### src/rtl/argmax_classifier.sv
// Argmax classifier: streams NUM_CLASS signed scores per image and reports
// the index and value of the largest one (lowest index wins ties), plus a
// saturating count of completed images.
module argmax_classifier #(
  parameter int DATA_W    = 20,
  parameter int NUM_CLASS = 10,
  parameter int IDX_W     = 4,
  parameter int CNT_W     = 14
) (
  input  logic                     clk_i,
  input  logic                     rstn_i,
  input  logic                     start_i,
  input  logic                     score_valid_i,
  input  logic signed [DATA_W-1:0] score_i,
  output logic                     busy_o,
  output logic [IDX_W-1:0]         class_o,
  output logic signed [DATA_W-1:0] max_o,
  output logic                     valid_o,
  output logic [CNT_W-1:0]         img_cnt_o
);

  typedef enum logic [1:0] {
    S_IDLE,
    S_ACC,
    S_OUT
  } state_e;

  localparam logic [IDX_W-1:0] LastIdx = IDX_W'(NUM_CLASS - 1);

  state_e                     state_q;
  logic [IDX_W-1:0]           idx_q;
  logic [IDX_W-1:0]           run_idx_q;
  logic signed [DATA_W-1:0]   run_max_q;
  logic [IDX_W-1:0]           class_q;
  logic signed [DATA_W-1:0]   max_q;
  logic                       valid_q;
  logic                       busy_q;
  logic [CNT_W-1:0]           cnt_q;

  logic [IDX_W-1:0]           run_idx_d;
  logic signed [DATA_W-1:0]   run_max_d;
  logic                       last_beat;

  // Running best including the score on the current beat; index 0 always loads.
  always_comb begin
    run_idx_d = run_idx_q;
    run_max_d = run_max_q;
    if ((idx_q == '0) || (score_i > run_max_q)) begin
      run_idx_d = idx_q;
      run_max_d = score_i;
    end
  end

  assign last_beat = (idx_q == LastIdx);

  // Control FSM with registered outputs. The result registers are loaded on the
  // edge that accepts the last score, so they are already visible during OUT.
  always_ff @(posedge clk_i or negedge rstn_i) begin
    if (!rstn_i) begin
      state_q   <= S_IDLE;
      idx_q     <= '0;
      run_idx_q <= '0;
      run_max_q <= '0;
      class_q   <= '0;
      max_q     <= '0;
      valid_q   <= 1'b0;
      busy_q    <= 1'b0;
      cnt_q     <= '0;
    end else begin
      case (state_q)
        S_IDLE: begin
          valid_q <= 1'b0;
          if (start_i) begin
            state_q <= S_ACC;
            idx_q   <= '0;
            busy_q  <= 1'b1;
          end
        end
        S_ACC: begin
          if (score_valid_i) begin
            run_idx_q <= run_idx_d;
            run_max_q <= run_max_d;
            if (last_beat) begin
              state_q <= S_OUT;
              class_q <= run_idx_d;
              max_q   <= run_max_d;
              valid_q <= 1'b1;
              if (cnt_q != '1) begin
                cnt_q <= cnt_q + CNT_W'(1);
              end
            end else begin
              idx_q <= idx_q + IDX_W'(1);
            end
          end
        end
        S_OUT: begin
          state_q <= S_IDLE;
          valid_q <= 1'b0;
          busy_q  <= 1'b0;
        end
        default: begin
          state_q <= S_IDLE;
          valid_q <= 1'b0;
          busy_q  <= 1'b0;
        end
      endcase
    end
  end

  assign busy_o    = busy_q;
  assign class_o   = class_q;
  assign max_o     = max_q;
  assign valid_o   = valid_q;
  assign img_cnt_o = cnt_q;

endmodule

### config.mk
export PLATFORM = sky130hd
export DESIGN_NAME = argmax_classifier
export DESIGN_NICKNAME = d
export VERILOG_FILES = /design/src/rtl/argmax_classifier.sv
export SDC_FILE = /design/constraint.sdc
export NUM_CORES = 1
export LEC_CHECK = 0
export ABC_AREA = 0
export CAP_MARGIN = 30
export CORE_MARGIN = 3
export CORE_UTILIZATION = 53
export DETAILED_ROUTE_END_ITERATION = 12
export PLACE_DENSITY = 0.82
export SYNTH_ARGS = -nofsm -noshare
export SYNTH_HDL_FRONTEND = slang
export SYNTH_SLANG_ARGS = --single-unit
export TNS_END_PERCENT = 10
### constraint.sdc
create_clock -name clk_i -period 3.2 [get_ports clk_i]
set_input_delay 0.48 -clock clk_i [delete_from_list [all_inputs] [get_ports clk_i]]
set_output_delay 0.48 -clock clk_i [all_outputs]
set_load 0.02 [all_outputs]
== Yosys cells after proc, flatten, opt, wreduce, memory -nomap -nowiden ==
Index checks and enable logic that the tools add are counted.

* Add/sub/neg operators: 2
* $mul: 0
* Divide/modulo/power cells: 0
* Order comparisons: 1
* Equality and inequality tests: 7
* Shifts and indexed selects: 0
* Muxes and demuxes: 15
* Bitwise gates (word level): 1
* Reductions and logical operators: 11

{| class="wikitable"
|+ Operators by type and width
! cell !! number
|-
| $gt A20 B20 Y1 || 1
|-
| $mux W20 || 1
|-
| $mux W4 || 4
|-
| $add A14 B1 Y14 const B || 1
|-
| $ne A14 B14 Y1 const B || 1
|-
| $ne A2 B2 Y1 const B || 4
|-
| $pmux W4 S2 || 1
|-
| $reduce_and A4 Y1 || 2
|-
| $mux W2 || 3
|-
| $reduce_and A2 Y1 || 3
|-
| $reduce_and A3 Y1 || 2
|-
| $add A4 B1 Y4 const B || 1
|-
| $eq A4 B4 Y1 const B || 1
|-
| $logic_not A4 Y1 || 1
|-
| $mux W1 || 4
|-
| $pmux W2 S2 || 1
|-
| $eq A2 B1 Y1 const B || 1
|-
| $logic_not A2 Y1 || 1
|-
| $pmux W1 S2 || 1
|-
| $reduce_bool A2 Y1 || 1
|-
| $logic_or A1 B1 Y1 || 1
|-
| $not A1 Y1 || 1
|}

* Flip-flop bits (word level): 70
* Bits in latches: 0
* Memory bits (writable): 0
* ROM bits: 0
* Memories kept: 0

== Depth between registers and ports, before layout ==
Gate-level depths: netlist of the first run.

* Word-level depth: 4
* Depth in mapped cells: 11

== Least setup slack after synthesis of the first run ==
No wires, ideal clock.

* Path kind: input to register
* Start point: input port score_i[15]
* End point: register run_max_q[0]
* Setup time: 125 ps
* Arrival: 2413 ps
* Setup slack: 662 ps
* Stages: 10
* Path buffers: 2
* Cell sequence: ha_1 -> nand4_2 -> nor4_4 -> o21ai_0 -> a21boi_1 -> o21ai_1 -> buf_6 -> a21oi_4 -> buf_6 -> mux2_4

* Cells in the longest elaborated chain, start to end: 3

{| class="wikitable"
|+ RTL lines
! item !! RTL line !! text
|-
| start: declaration || 14 || <nowiki>input logic signed [DATA_W-1:0] score_i,</nowiki>
|-
| $gt A20 B20 Y1 || 48 || <nowiki>if ((idx_q == '0) || (score_i > run_max_q)) begin</nowiki>
|-
| $logic_or A1 B1 Y1 || 48 ||
|-
| $mux W20 || 48 ||
|-
| end signal: assignment || 82 || <nowiki>run_max_q <= run_max_d;</nowiki>
|-
| end: declaration || 33 || <nowiki>logic signed [DATA_W-1:0] run_max_q;</nowiki>
|}

No other way between the ends.
A chain may end at the register's enable or synchronous reset.

== Final worst setup path of the first run ==
* Start point: input port score_i[15]
* End point: register run_idx_q[1]

* Cells in the longest elaborated chain, start to end: 3

{| class="wikitable"
|+ RTL lines
! item !! RTL line !! text
|-
| $gt A20 B20 Y1 || 48 ||
|-
| $logic_or A1 B1 Y1 || 48 ||
|-
| $mux W4 || 48 ||
|-
| end signal: assignment || 81 || <nowiki>run_idx_q <= run_idx_d;</nowiki>
|-
| end: declaration || 32 || <nowiki>logic [IDX_W-1:0] run_idx_q;</nowiki>
|}

No other way between the ends.

==> impl_metrics.yaml, run 1 <==
clocking:
  clock_latency_of_the_later_clocked_register_in_the_worst_skew_pair_ns: 0.35
  cts_inserted_buffers: 9
  post_cts.resized_instances: 0
  cts_max_level: 3
  root_buffer: "sky130_fd_sc_hd__clkbuf_8"
  clkSinkCount: 70
  cts_tree: "built"
  ctsLongestPathBuffers: 2
  clkSlewWorstSetupHoldPaths_ns: 0.07
critical_path:
  ff2ff_setup_slack_ns: 0.59
  path_class: "in -> reg"
  worst-r2r-cell-count: 10
  max_stage_delay_ns: 0.46
  crit_path_cell_trace: "clkdlybuf4s50_1 > ha_1 > nand4_2 > nor4_4 > o21ai_0 > a21boi_1 > o21ai_4 > a21oi_4 > buf_4 > mux2_2"
  timing.critical_path.from_type: "input pin"
  required_ns: 3.43
  cp_max_fo: 9
  reg_to_reg_critical_path_startpoint: "run_max_q[15]$_DFFE_PN0P_"
  worstPathBufferInverterCount: 2
  cp_top_family: "buffers and inverters"
  worstReg2RegEnd: "run_idx_q[1]$_DFFE_PN0P_"
  timing.critical_path.arrival_ns: 3.04
  slowest_stage: "sky130_fd_sc_hd__clkdlybuf4s50_1"
  worstSetupEndpointType: "flop"
final_layout:
  utilization_pct: 70.44
  layout_common_cells: "70 x sky130_fd_sc_hd__dfrtp_1, 62 x sky130_fd_sc_hd__clkdlybuf4s50_1, 40 x sky130_fd_sc_hd__nand2_1, 27 x sky130_fd_sc_hd__inv_1, 25 x sky130_fd_sc_hd__o21ai_0"
  final_cells: 473
  drive_gt1_share_pct: 13.13
  register_area_um2: 1752
  most_common_library_cell_in_the_layout_ignoring_fill_and_taps: "sky130_fd_sc_hd__dfrtp_1"
  area_growth_pct: 26.34
  final.fill_count: 507
  final_net_count: 439
  postLayoutCellArea_um2: 4549
  count_of_antenna_diodes_in_the_layout: 0
  multi_input_area_um2: 1688
die:
  die_height_um: 88.43
  io_pins: 64
  die_w_um: 88.43
  initial_utilization_pct: 55.75
  dieArea_um2: 7819
  rows: 29
  placeableCoreArea_um2: 6459
logic_synthesis:
  postSynthCellCount: 319
  yosysWarnings: 0
  seq_area_frac_synth_pct: 48.64
  synthArstFlopShare_pct: 100.0
  synth_top_family_by_area: "multiplexers"
  yosysUniqueCellTypes: 39
  postSynthAreaPerCell_um2: 11.29
  post_synth_instance_area_um2: 3601
  post_synth_and_or_nand_nor_area_fraction_pct: 10.91
  yosys.area_share.xor_xnor_pct: 3.648
  synthFlopType: "sky130_fd_sc_hd__dfrtp_1"
  synth_net_count: 367
  synth-compound-area-share_pct: 8.200
  muxShareOfSynthArea_pct: 15.46
  synth_edf_count: 0
  flip_flop_and_latch_count_after_synthesis: 70
  synth_adder_area_share_pct: 8.339
sta:
  final_period_minus_worst_setup_slack_ns: 2.810
  finalSetupViolCount: 0
  finalHoldViolCount: 0
  total_count_of_max_transition_violations_in_the_final_report: 0
  max_slew.worst_pin.slew_ns: 0.5811
  totalNegativeSetupSlack_ns: 0
  period_share_pct: 87.82
  timing.slew.headroom_pct: 61.08
  grt_setup_unrepaired: "false"
  finalClockSkew_ns: 0.01174
  final_critical_path_setup_slack_ns: 0.3899
  maxClockFrequency_mhz: 355.9
drt:
  drt_pass1_iterations: 4
  detailed_route_vias_per_instance: 5.347
  detail_route.wl_per_cell_um: 14.63
  wirelength_um: 6921
  final_antenna_net_count: 0
  drcViolationCount: 0
  vias: 2529
  detailed_router_s_first_iteration_violation_count: 114
hold_path:
  hold_class: "reg -> reg"
  worstHoldStart: "max_o[15]$_DFFE_PN0P_"
  hold-path-cell-count: 2
  min_delay_worst_endpoint: "max_o[15]$_DFFE_PN0P_"
placed_design:
  dpl_cell_area_um2: 4340
  port_buffers: 63
  place.detailed.hpwl_um: 4973
  post-place-ws_ns: 0.03236
  dp_cells: 456
  gpl.final_weighted_congestion: 0.8103
global_routing:
  largest_net_degree_at_the_start_of_global_routing: 62
  globalRouteTotalUtil_pct: 19.59
  grt_pass1_wl_um: 11850
  grt_overflow: 0
  grt_antenna_before_repair: 0
  number_of_global_route_vias_before_repair: 2539
job:
  drv_cap: 0
outcome:
  run_status: "completed"
power:
  vdd_drop_max_v: 0.0005610
  cellPowerDensity_nw_per_um2: 941.3
  power.leakage_nw: 2.170
## worst min-delay path: stages (launching register included)
cell                      delay [ns]
sky130_fd_sc_hd__dfrtp_1        0.34
sky130_fd_sc_hd__nand2_1        0.05
sky130_fd_sc_hd__o21ai_0        0.06
## metal layers
layer | global-route usage (%) | up-vias | wire length (µm)
met5 | 0 | - | 0
met4 | 9.478 | 0 | 146
met3 | 3.724 | 11 | 232
met2 | 29.30 | 42 | 3228
met1 | 27.47 | 1234 | 3314
li1 | - | 1242 | -
## flip-flops by register name, indices dropped and copies added (netlist names)
signal and count:
idx_q 4, busy_o 1, valid_o 1, state_q 2, class_o 4, img_cnt_o 14, max_o 20, run_idx_q 4
run_max_q 20
## worst max-delay path by stage
| stage | cells past startpoint | start | end | slack (ns) |
|---|---|---|---|---|
| detailed placement | 10 | score_i[15] | run_max_q[17]$_DFFE_PN0P_ | 0.03 |
| global route | 10 | score_i[15] | run_idx_q[1]$_DFFE_PN0P_ | 0.22 |
| CTS | 10 | score_i[15] | run_max_q[17]$_DFFE_PN0P_ | 0.40 |
| floorplan | 10 | score_i[15] | run_max_q[0]$_DFFE_PN0P_ | 0.66 |
| finish | 10 | score_i[15] | run_idx_q[1]$_DFFE_PN0P_ | 0.39 |
| global placement | 10 | score_i[15] | run_idx_q[1]$_DFFE_PN0P_ | 0.09 |
## area by class of cell
cell class	count	area share, %
inverters	27	2.228
clock buffers	9	2.723
multi-input cells	212	37.10
flip-flops and latches	70	38.50
clock inverters	7	1.650
repair buffers	71	15.68
well taps	77	2.118
## power by group
| part | switching [W] | internal [W] | total (W) |
|---|---|---|---|
| logic | 0.000987 | 0.00107 | 0.00206 |
| clock network | 0.000350 | 0.000361 | 0.000710 |
| registers | 0.000265 | 0.00125 | 0.00151 |
| total | 0.00160 | 0.00268 | 0.00428 |
## timing repair
item                                   in CTS  in global routing
setup buffers                               0                  0
endpoints found under the hold margin       9                  0
hold buffers                                1                  0
## metrics by stage
step / hold slack, ns / total power [W]
4_1_cts: 0.4864 / 0.004327
3_5_place_dp: 0.3652 / 0.003594
2_1_floorplan: 0.1844 / 0.002901
6_report: 0.4784 / 0.004282
5_1_grt: 0.5036 / 0.004601
3_3_place_gp: 0.3569 / 0.003521
## logic make-up (layout without fill, tap and decap cells)
| group | after synthesis | in the layout |
|---|---|---|
| simple gates | 77 | 77 |
| flops | 70 | 70 |
| compound gates | 50 | 50 |
| mux | 46 | 46 |
| buf+inv | 37 | 114 |
| fa+ha+maj | 24 | 24 |
| xor+xnor | 15 | 15 |
## cells in the mapped netlist, types with 2 or more instances
| master | count | area (µm²) |
|---|---|---|
| sky130_fd_sc_hd__o21a_1 | 2 | 15.01 |
| sky130_fd_sc_hd__buf_6 | 4 | 45.04 |
| sky130_fd_sc_hd__xnor2_1 | 10 | 87.58 |
| sky130_fd_sc_hd__and4_1 | 3 | 26.28 |
| sky130_fd_sc_hd__nor2_1 | 8 | 30.03 |
| sky130_fd_sc_hd__dfrtp_1 | 70 | 1752 |
| sky130_fd_sc_hd__ha_1 | 24 | 300.3 |
| sky130_fd_sc_hd__clkbuf_1 | 5 | 18.77 |
| sky130_fd_sc_hd__and3b_1 | 2 | 17.52 |
| sky130_fd_sc_hd__o21ai_0 | 25 | 125.1 |
| sky130_fd_sc_hd__and3_1 | 5 | 31.28 |
| sky130_fd_sc_hd__a21oi_1 | 9 | 45.04 |
| sky130_fd_sc_hd__nand3_1 | 4 | 20.02 |
| sky130_fd_sc_hd__inv_1 | 27 | 101.4 |
| sky130_fd_sc_hd__o22ai_1 | 2 | 12.51 |
| sky130_fd_sc_hd__nand2_1 | 40 | 150.1 |
| sky130_fd_sc_hd__mux2i_1 | 23 | 230.2 |
| sky130_fd_sc_hd__a21o_1 | 2 | 15.01 |
| sky130_fd_sc_hd__nand4_1 | 7 | 43.79 |
| sky130_fd_sc_hd__and2_1 | 2 | 12.51 |
| sky130_fd_sc_hd__mux2_4 | 18 | 270.3 |
| sky130_fd_sc_hd__xor2_1 | 5 | 43.79 |
| sky130_fd_sc_hd__mux2_2 | 5 | 56.30 |
| sky130_fd_sc_hd__a31oi_1 | 2 | 12.51 |
(Power assumes the default switching activity.)
==> inputs of run 2 (changes only) <==
--- a/config.mk
+++ b/config.mk
@@ -11,6 +11,7 @@
 export CORE_UTILIZATION = 53
 export DETAILED_ROUTE_END_ITERATION = 12
 export PLACE_DENSITY = 0.82
+export REMOVE_ABC_BUFFERS = 1
 export SYNTH_ARGS = -nofsm -noshare
 export SYNTH_HDL_FRONTEND = slang
 export SYNTH_SLANG_ARGS = --single-unit
==> impl_metrics.yaml, run 2 (synthesized netlist as in run 1, its figures left out) <==
sta:
  grt_setup_unrepaired: "false"
  finalSetupViolCount: 0
  worst_hold_slack_ns: 0.02847
  finalClockSkew_ns: 0.01035
  period_share_pct: 87.62
  final_period_minus_worst_setup_slack_ns: 2.804
  timing.slew.headroom_pct: 62.46
  max_slew.worst_pin.slew_ns: 0.5606
  totalNegativeSetupSlack_ns: 0
  finalHoldViolCount: 0
  maxClockFrequency_mhz: 356.7
  total_count_of_max_transition_violations_in_the_final_report: 0
final_layout:
  area_growth_pct: 26.34
  final_net_count: 438
  final.fill_count: 485
  drive_gt1_share_pct: 13.16
  postLayoutCellArea_um2: 4549
  layout_common_cells: "70 x sky130_fd_sc_hd__dfrtp_1, 62 x sky130_fd_sc_hd__clkdlybuf4s50_1, 40 x sky130_fd_sc_hd__nand2_1, 27 x sky130_fd_sc_hd__inv_1, 25 x sky130_fd_sc_hd__o21ai_0"
  most_common_library_cell_in_the_layout_ignoring_fill_and_taps: "sky130_fd_sc_hd__dfrtp_1"
  utilization_pct: 70.44
  final_cells: 472
  count_of_antenna_diodes_in_the_layout: 0
drt:
  final_antenna_net_count: 0
  drcViolationCount: 0
  drt_pass1_iterations: 4
  wirelength_um: 7200
  vias: 2493
  detailed_router_s_first_iteration_violation_count: 92
  detail_route.wl_per_cell_um: 15.25
  detailed_route_vias_per_instance: 5.282
clocking:
  post_cts.resized_instances: 0
  clkSinkCount: 70
  cts_tree: "built"
  cts_hold_buffers: 0
  ctsLongestPathBuffers: 2
  root_buffer: "sky130_fd_sc_hd__clkbuf_8"
  clkSlewWorstSetupHoldPaths_ns: 0.08
  post_cts_setup_repair_bufs: 0
  clock_latency_of_the_later_clocked_register_in_the_worst_skew_pair_ns: 0.34
  cts_inserted_buffers: 9
  cts_max_level: 3
power:
  cellPowerDensity_nw_per_um2: 959.5
  power.leakage_nw: 2.175
  vdd_drop_max_v: 0.0005193
critical_path:
  worstSetupEndpointType: "flop"
  timing.critical_path.arrival_ns: 3.03
  ff2ff_setup_slack_ns: 0.57
  required_ns: 3.43
  path_class: "in -> reg"
  timing.critical_path.from_type: "input pin"
  cp_max_fo: 9
placed_design:
  place.detailed.hpwl_um: 5084
  dp_cells: 456
  gpl.final_weighted_congestion: 0.8312
  port_buffers: 63
  dpl_cell_area_um2: 4328
global_routing:
  grt_pass1_wl_um: 12050
  number_of_global_route_vias_before_repair: 2571
  globalRouteTotalUtil_pct: 19.87
  largest_net_degree_at_the_start_of_global_routing: 47
  grt_overflow: 0
  grt_antenna_before_repair: 0
die:
  placeableCoreArea_um2: 6459
  die_height_um: 88.43
  rows: 29
  io_pins: 64
  initial_utilization_pct: 55.75
  dieArea_um2: 7819
  die_w_um: 88.43
job:
  drv_cap: 0
hold_path:
  hold_class: "in -> async"
outcome:
  run_status: "completed"
[run 2: cell count changes in the layout (fill, tap and decap cells not counted), sizes merged]
cell,previous run,this run
bufinv,1,2
clkinv,3,2
clkinvlp,3,2
dlygate4sd3,1,0
inv,27,28
[run 2: layout make-up]
| type | instances | area, µm² | area share (%) |
|---|---|---|---|
| clock buffers | 9 | 123.9 | 2.723 |
| clock inverters | 7 | 97.59 | 2.145 |
| inverters | 27 | 101.3 | 2.228 |
| multi-input cells | 212 | 1688 | 37.10 |
| flip-flops and latches | 70 | 1752 | 38.50 |
| well taps | 77 | 96.34 | 2.118 |
| repair buffers | 70 | 690.7 | 15.18 |
[run 2: worst paths after layout]
kind / startpoint / endpoint / depth (start not counted)
max: score_i[7] / run_max_q[13]$_DFFE_PN0P_ / 10
min: rstn_i / max_o[2]$_DFFE_PN0P_ / 1
max reg2reg: run_max_q[15]$_DFFE_PN0P_ / run_max_q[13]$_DFFE_PN0P_ / 10
min reg2reg: class_o[2]$_DFFE_PN0P_ / class_o[2]$_DFFE_PN0P_ / 2
max in group asynchronous: rstn_i / run_max_q[13]$_DFFE_PN0P_ / 2
min in group clk_i: class_o[2]$_DFFE_PN0P_ / class_o[2]$_DFFE_PN0P_ / 2
[run 2: metrics by stage]
stage | setup WS, ns | power (W)
after floorplan | -1.116 | 0.002854
after global placement | 0.1096 | 0.003499
after detailed placement | 0.01445 | 0.003577
after CTS | 0.3721 | 0.004404
after global routing | 0.1638 | 0.004677
final | 0.3962 | 0.004365
[run 2: metal layers]
layer | global-route usage [%] | part of all wire (%)
met1 | 25.12 | 47
met2 | 34.26 | 48
met3 | 3.818 | 3.6
met4 | 6.593 | 1.1
met5 | 0 | 0
[run 2: critical path: stages]
cell and delay (ns):
sky130_fd_sc_hd__clkdlybuf4s50_1 0.47, sky130_fd_sc_hd__ha_1 0.35, sky130_fd_sc_hd__nand4_1 0.16, sky130_fd_sc_hd__nor4_4 0.33, sky130_fd_sc_hd__o21ai_0 0.14, sky130_fd_sc_hd__a21boi_1 0.25, sky130_fd_sc_hd__o21ai_4 0.11, sky130_fd_sc_hd__a21oi_4 0.18
sky130_fd_sc_hd__buf_4 0.23, sky130_fd_sc_hd__mux2_4 0.31
[run 2: power by group]
part | switching [W] | internal, W | leakage, nW
Sequential | 0.000266 | 0.00125 | 0.881
Clock | 0.000362 | 0.000442 | 0.106
Combinational | 0.000990 | 0.00106 | 1.19
Total | 0.00162 | 0.00275 | 2.18
==> inputs of run 3 (changes only) <==
--- a/config.mk
+++ b/config.mk
@@ -10,9 +10,10 @@
 export CORE_MARGIN = 3
 export CORE_UTILIZATION = 53
 export DETAILED_ROUTE_END_ITERATION = 12
+export MAX_ROUTING_LAYER = met4
 export PLACE_DENSITY = 0.82
 export REMOVE_ABC_BUFFERS = 1
 export SYNTH_ARGS = -nofsm -noshare
 export SYNTH_HDL_FRONTEND = slang
 export SYNTH_SLANG_ARGS = --single-unit
-export TNS_END_PERCENT = 10
+export TNS_END_PERCENT = 100
==> impl_metrics.yaml, run 3 (synthesized netlist as in run 1, its figures left out) <==
final_layout:
  multi_input_area_um2: 1688
  utilization_pct: 70.44
  register_area_um2: 1752
  most_common_library_cell_in_the_layout_ignoring_fill_and_taps: "sky130_fd_sc_hd__dfrtp_1"
  final.fill_count: 485
  drive_gt1_share_pct: 13.16
  count_of_antenna_diodes_in_the_layout: 0
  layout_common_cells: "70 x sky130_fd_sc_hd__dfrtp_1, 62 x sky130_fd_sc_hd__clkdlybuf4s50_1, 40 x sky130_fd_sc_hd__nand2_1, 27 x sky130_fd_sc_hd__inv_1, 25 x sky130_fd_sc_hd__o21ai_0"
  final_net_count: 438
  postLayoutCellArea_um2: 4549
  area_growth_pct: 26.34
  final_cells: 472
power:
  vdd_drop_max_v: 0.0005192
  power.share.combinational_pct: 46.9
  pwr-share-clk_pct: 18.4
  cellPowerDensity_nw_per_um2: 959.5
  power.switching_w: 0.001618
  switching_share_pct: 37.07
  totalPowerFinal_w: 0.004365
  power.leakage_nw: 2.175
  p_int_w: 0.002747
  power.share.sequential_pct: 34.7
die:
  dieArea_um2: 7819
  io_pins: 64
  initial_utilization_pct: 55.75
  die_height_um: 88.43
  rows: 29
  die_w_um: 88.43
  placeableCoreArea_um2: 6459
critical_path:
  timing.critical_path.from_type: "input pin"
  worstSetupEndpointType: "flop"
  cp_max_fo: 9
  timing.critical_path.arrival_ns: 3.03
  required_ns: 3.43
  path_class: "in -> reg"
global_routing:
  grt_use_met3_pct: 3.818
  grt_antenna_before_repair: 0
  globalRouteTotalUtil_pct: 20.49
  grt_use_met2_pct: 34.19
  met1_use_gr_pct: 25.18
  largest_net_degree_at_the_start_of_global_routing: 47
  number_of_global_route_vias_before_repair: 2569
  grt-busiest-layer: "met2"
  grt_overflow: 0
  grt_pass1_wl_um: 12060
hold_path:
  hold_class: "in -> async"
clocking:
  post_cts.resized_instances: 0
  cts_hold_buffers: 0
  clock_latency_of_the_later_clocked_register_in_the_worst_skew_pair_ns: 0.34
  root_buffer: "sky130_fd_sc_hd__clkbuf_8"
  cts_tree: "built"
  post_cts_setup_repair_bufs: 0
  clkSinkCount: 70
  clkSlewWorstSetupHoldPaths_ns: 0.08
  cts_max_level: 3
  cts_inserted_buffers: 9
  ctsLongestPathBuffers: 2
sta:
  final_period_minus_worst_setup_slack_ns: 2.805
  finalHoldViolCount: 0
  finalClockSkew_ns: 0.01022
  finalSetupViolCount: 0
  max_slew.worst_pin.slew_ns: 0.5620
  grt_setup_unrepaired: "false"
  period_share_pct: 87.66
  timing.slew.headroom_pct: 62.36
  maxClockFrequency_mhz: 356.5
  total_count_of_max_transition_violations_in_the_final_report: 0
  totalNegativeSetupSlack_ns: 0
drt:
  vias: 2497
  final_antenna_net_count: 0
  detailed_route_vias_per_instance: 5.290
  wirelength_um: 7206
  drcViolationCount: 0
  detail_route.wl_per_cell_um: 15.27
  detailed_router_s_first_iteration_violation_count: 86
  drt_pass1_iterations: 4
job:
  drv_cap: 0
placed_design:
  place.detailed.hpwl_um: 5084
  port_buffers: 63
  gpl.final_weighted_congestion: 0.8440
  dpl_cell_area_um2: 4328
  dp_cells: 456
outcome:
  run_status: "completed"
run 3: cell counts in the layout (fill, tap and decap cells not counted):
Identical to the previous run, type by type.
run 3: layout make-up:
cell class                      count  area share, %
Tap cell                           77          2.118
Multi-Input combinational cell    212          37.10
Clock inverter                      7          2.145
Inverter                           27          2.228
Clock buffer                        9          2.723
Sequential cell                    70          38.50
Timing Repair Buffer               70          15.18
run 3: path summary, 6_finish.rpt:
path,to,start,cells past startpoint,slack [ns]
setup / recovery,run_max_q[14]$_DFFE_PN0P_,score_i[7],10,0.39
hold / removal,max_o[2]$_DFFE_PN0P_,rstn_i,1,0.03
setup reg to reg,run_max_q[14]$_DFFE_PN0P_,run_max_q[15]$_DFFE_PN0P_,10,0.57
hold reg to reg,class_o[2]$_DFFE_PN0P_,class_o[2]$_DFFE_PN0P_,2,0.48
max in group asynchronous,run_max_q[13]$_DFFE_PN0P_,rstn_i,2,2.44
min in group clk_i,class_o[2]$_DFFE_PN0P_,class_o[2]$_DFFE_PN0P_,2,0.48
run 3: through the flow:
stage                     hold slack, ns  setup slack (ns)
final                            0.02842            0.3947
after global routing             0.03801            0.1638
after detailed placement          0.3993           0.01445
after floorplan                   0.1844            -1.116
after CTS                        0.02517            0.3721
after global placement            0.3948            0.1096
run 3: metal layers:
| metal | up-vias | wire [µm] |
|---|---|---|
| met3 | 8 | 259 |
| met2 | 43 | 3486 |
| met4 | 0 | 81 |
| met5 | - | 0 |
| li1 | 1242 | - |
| met1 | 1204 | 3379 |
run 3: worst max-delay path, stage by stage:
cell and delay (ns):
sky130_fd_sc_hd__clkdlybuf4s50_1 0.47, sky130_fd_sc_hd__ha_1 0.35, sky130_fd_sc_hd__nand4_1 0.16, sky130_fd_sc_hd__nor4_4 0.33
sky130_fd_sc_hd__o21ai_0 0.14, sky130_fd_sc_hd__a21boi_1 0.25, sky130_fd_sc_hd__o21ai_4 0.11, sky130_fd_sc_hd__a21oi_4 0.18
sky130_fd_sc_hd__buf_4 0.23, sky130_fd_sc_hd__mux2_4 0.31
run 3: power by group through the flow:
stage	clock [W]	combinational [W]	sequential (W)
floorplan	0	0.00116	0.00169
global placement	0	0.00199	0.00151
detailed placement	0	0.00205	0.00153
CTS	0.000813	0.00208	0.00152
global route	0.000854	0.00226	0.00157
finish	0.000804	0.00205	0.00151
==> RTL edit 1 (settings of run 2) <==
Set the parameter `CNT_W` to 28 (it was 14).
--- a/src/rtl/argmax_classifier.sv
+++ b/src/rtl/argmax_classifier.sv
@@ -7,3 +7,3 @@
   parameter int IDX_W     = 4,
-  parameter int CNT_W     = 14
+  parameter int CNT_W     = 28
 ) (
Interface: changed (resized img_cnt_o); port bits go from 64 to 78. The function was not compared with the original's and may differ.
==> RTL edit 1 against run 2 <==
  * Critical path type unchanged
  * Total power grew 20%
  * Design area increased by 25%
  * Fmax shrank 10%
  * Die area grew 22%
  * Sequential share of layout area is 1.6 points lower
  * Count of clock-buffer cells in the layout increased by 2
  * Utilization is 1.4 points higher
  * Area after synthesis is 24% higher
  * Clock skew hardly changed
  * Largest power group unchanged
  * Setup slack worse by 0.32 ns
  * Sequential cell count up 14
  * Routed wire length rose by 46%
==> RTL edit 1: results (changes against run 2) <==
[global_routing]
grt_max_degree=54  ; +15%
antenna_found_initial=0  ; unchanged
grt_pass1_wl_um=17700  ; +47%
grt_usage_pct=22.6  ; +2.8 points
grt_pass1_vias=3537  ; +38%

[placement]
placed_cell_area_um2=5440  ; +26%
hpwl_um=7450  ; +47%
pre_cts_ws_ns=-0.239  ; -0.254 ns
dp_cells=601  ; +32%
portBuffers=77  ; +22%
place.gp.congestion=0.805  ; -3.2%

[worst_setup_path]
r2r-start=run_max_q[10]$_DFFE_PN0P_
critical_path_arrival_ns=3.39  ; +0.36 ns
cp_max_fo=26  ; +17
startpoint_type=input port
crit_family=simple AND/OR/NAND/NOR gates
cp_slowest_cell=or4_1
critPathLaunch=score_i[10]
r2r_setup_slack_ns=0.32  ; -0.25 ns
cp_slowest_stage_delay_ns=0.54  ; +0.07 ns

[detailed_routing]
wl_um=10500  ; +46%
wl_per_cell_um=17.0  ; +11%
drtPass1Iterations=4  ; unchanged
vias=3613  ; +45%
drt_iter0_drc=173  ; +88%

[sta]
slew_headroom_pct=46.1  ; -16 points
finalCriticalPeriod_ns=3.12  ; +0.316 ns
fin_hold_ws_ns=0.0556  ; +0.0271 ns
finalClockSkew_ns=0.0108  ; +0.000468 ns

[power]
vdd_drop_max_v=0.000509  ; -1.9%
p_leak_nw=2.58  ; +19%

[cells_and_area]
drive_above_1_share_pct=11.1  ; -2.1 points
nets=558  ; +27%
largest_reg_flops=28

[clocking]
clk_latency_ns=0.36  ; +0.02 ns
h-tree-depth=3  ; unchanged
cts-resized-gates=0  ; unchanged
clkTransAtPathRegs_ns=0.09

[yosys]
synth-seq-area-share_pct=47.1  ; -1.5 points
ys_types=48  ; +23%
synth_area_leaders=dfrtp_1, ha_1, o31ai_1, mux2_4, or4_1
synthArstFlopShare_pct=100  ; unchanged
synth_commonest_cells=dfrtp_1, nor2_1, inv_1
synthFlopType=dfrtp_1
syn_inst=421  ; +32%
ys_warn_count=0  ; unchanged

[status]
status=completed

## RTL edit 1: changes by cell type after synthesis, moves of 14 or more
| cell | delta |
|---|---|
| nor2_1 | +30 |
| mux2i_1 | -22 |
| o21ai_0 | -22 |
| a31oi_1 | +21 |
| o31ai_1 | +21 |
| or4_1 | +20 |
| nand2_1 | -18 |
| dfrtp_1 | +14 |
## RTL edit 1: layout make-up
cell class	instances	area [um2]
clock buffer	11	141
clock inverter	5	106
fill	571	2240
inverter	29	109
multi-input combinational	289	2150
sequential	84	2100
tap	102	128
timing repair buffer	97	951
## RTL edit 1: path summary, 6_finish.rpt
check / to / cells after the start
min in group clk_i: state_q[0]$_DFFE_PN0P_ / 1
max in group asynchronous: run_max_q[13]$_DFFE_PN0P_ / 2
max reg2reg: max_o[6]$_DFFE_PN0P_ / 9
min reg2reg: state_q[0]$_DFFE_PN0P_ / 1
max: max_o[6]$_DFFE_PN0P_ / 9
min: run_max_q[17]$_DFFE_PN0P_ / 1
## RTL edit 1: per-layer routing
layer  wire, um  track usage [%]  part of all wire, %
met1       4640             30.9                   44
met2       5200             36.7                   50
met3        473             4.02                  4.5
met4        165             7.56                  1.6
met5          0                0                    0
## RTL edit 1: kinds of logic (layout without fill, tap and decap cells)
group | Yosys count | after routing | synth area share, %
simple gates | 133 | 133 | 16.1
flops | 84 | 84 | 47.1
xor+xnor | 30 | 30 | 5.89
mux | 24 | 24 | 6.87
compound gates | 78 | 78 | 12.4
fa+ha+maj | 24 | 24 | 6.73
buf+inv | 48 | 142 | 4.91
## RTL edit 1: power breakdown
part           total (W)  internal, W  switching (W)
combinational    0.00260      0.00124        0.00136
sequential       0.00169      0.00143       0.000252
clock           0.000936     0.000543       0.000393
==> RTL edit 2 (flow settings as in run 2) <==
Made on the original files. Make the reset (`rstn_i`) synchronous in one clocked block.
--- a/src/rtl/argmax_classifier.sv
+++ b/src/rtl/argmax_classifier.sv
@@ -57,3 +57,3 @@
   // edge that accepts the last score, so they are already visible during OUT.
-  always_ff @(posedge clk_i or negedge rstn_i) begin
+  always_ff @(posedge clk_i) begin
     if (!rstn_i) begin
Function: differs if rstn_i is asserted again (counterexample within 4 cycles, from zero or initial values and one cycle with rstn_i low); with rstn_i held inactive, the same outputs for 10 cycles.
==> RTL edit 2 against run 2 <==
  * Count of clock-buffer cells in the layout rose by 1
  * Utilization increased by 0.13 points
  * Synthesized cell count is 41% higher
  * Critical endpoint is now run_max_q[2]$_SDFFE_PN0P_
  * Routed wire length is 33% higher
  * Largest cell class is now multi-input combinational cells
  * Critical path type unchanged
  * Setup slack got worse by 0.11 ns
  * Area after synthesis is 4.5% higher
  * Highest routed layer unchanged
  * Design area increased by 6.0%
  * Fmax decreased by 3.6%
  * Sequential cell count is the same
Power is not compared: it rests on default switching activity, and its combinational part moved more than twofold at a synthesized area within 25%.
==> RTL edit 2: results (changes against run 2) <==
[yosys]
syn_area_per_cell_um2=8.38  ; -26%
synth_commonest_cells=dfxtp_1, nand2_1, nand4_1
ys_types=42  ; +7.7%
synth_area_leaders=dfxtp_1, ha_1, nand2_1, mux2i_1, nand4_1
synthArstFlopShare_pct=0  ; -100 points
synth-seq-area-share_pct=37.2  ; -11 points

[sta]
slew_headroom_pct=45.7  ; -17 points
period_share_pct=90.9  ; +3.3 points
finalClockSkew_ns=0.00711  ; -0.00324 ns

[clocking]
cts-buffers-inserted=9  ; unchanged
cts-resized-gates=0  ; unchanged
cts_buffer_depth=2  ; unchanged
cts_root_buf=clkbuf_8
clkTransAtPathRegs_ns=0.07

[min_path]
hold_class=reg2reg
worstHoldStart=class_o[2]$_SDFFE_PN0P_

[status]
status=completed

[cells_and_area]
nets=564  ; +29%
fill_cells=556  ; +15%
drive_above_1_share_pct=9.21  ; -4.0 points
fin_cells=617  ; +31%

[detailed_routing]
wl_um=9570  ; +33%
routed_via_density=5.81  ; +10%
drt_iter0_drc=242  ; +160%
drtPass1Iterations=5  ; +1

[placement]
place.gp.congestion=0.839  ; +0.88%
pre_cts_ws_ns=-0.0315  ; -0.0459 ns
dp_cells=601  ; +32%
hpwl_um=6560  ; +29%

[worst_setup_path]
crit_end=run_max_q[2]$_SDFFE_PN0P_
rr_worst_depth=9  ; -1
critical_path_arrival_ns=3.17  ; +0.14 ns
r2r_setup_slack_ns=0.51  ; -0.06 ns
r2r-start=run_max_q[15]$_SDFFE_PN0P_
crit_type=in2reg
critPathLaunch=score_i[19]
cp_max_fo=12  ; +3

[global_routing]
grt_usage_pct=23.4  ; +3.5 points
grt_pass1_wl_um=15900  ; +32%
grt_pass1_vias=3436  ; +34%
grt_max_degree=51  ; +8.5%

[power]
p_leak_nw=1.94

## RTL edit 2: changes by cell type after synthesis, sizes merged, moves of 22 or more
cell / delta
dfxtp: +70
dfrtp: -70
o31ai: +22
mux2: -23
nand4: +24
nand2: +26
## RTL edit 2: report_power, final
group          leakage [nW]  internal (W)  switching (W)
clock network         0.130      0.000597       0.000345
logic                  1.25      0.000101       0.000119
registers             0.566      0.000885      0.0000137
## RTL edit 2: logic make-up (layout without fill, tap and decap cells)
logic type               Yosys count  count (layout)  share of synthesized area (%)
AO/OA/AOI/OAI                    102             102                           16.9
XOR/XNOR                          14              14                           3.26
adder cells (fa/ha/maj)           24              24                           7.98
buffers and inverters             57             129                           6.45
flip-flops                        70              70                           37.2
multiplexers                      24              24                           6.39
AND/OR/NAND/NOR                  158             158                           21.7
## RTL edit 2: metrics by stage
step | area, um2 | total power, W | hold slack, ns
global route | 4820 | 0.00213 | 0.491
global placement | 4550 | 0.00113 | 0.437
floorplan | 3610 | 0.00103 | 0.435
CTS | 4820 | 0.00207 | 0.456
detailed placement | 4560 | 0.00114 | 0.445
finish | 4820 | 0.00206 | 0.454
## RTL edit 2: critical path, cell delays in order
cell and delay, ns:
clkdlybuf4s50_1 0.47, ha_1 0.35, nand4_2 0.12, or4_1 0.54
a21o_1 0.21, and4_4 0.20, nor4_4 0.26, buf_4 0.29
mux2i_1 0.25
## RTL edit 2: metal layers
metal / share of wire [%] / track usage (%)
met1: 44 / 30.1
met2: 50 / 38.5
met3: 4.6 / 3.67
met4: 1.5 / 10.8
met5: 0 / 0
## RTL edit 2: final cells by class
type	count	area share [%]
Timing Repair Buffer	88	17.1
Multi-Input combinational cell	322	44.0
Tap cell	96	2.49
Inverter	25	1.95
Clock buffer	10	2.65
Sequential cell	70	29.1
Clock inverter	6	2.78
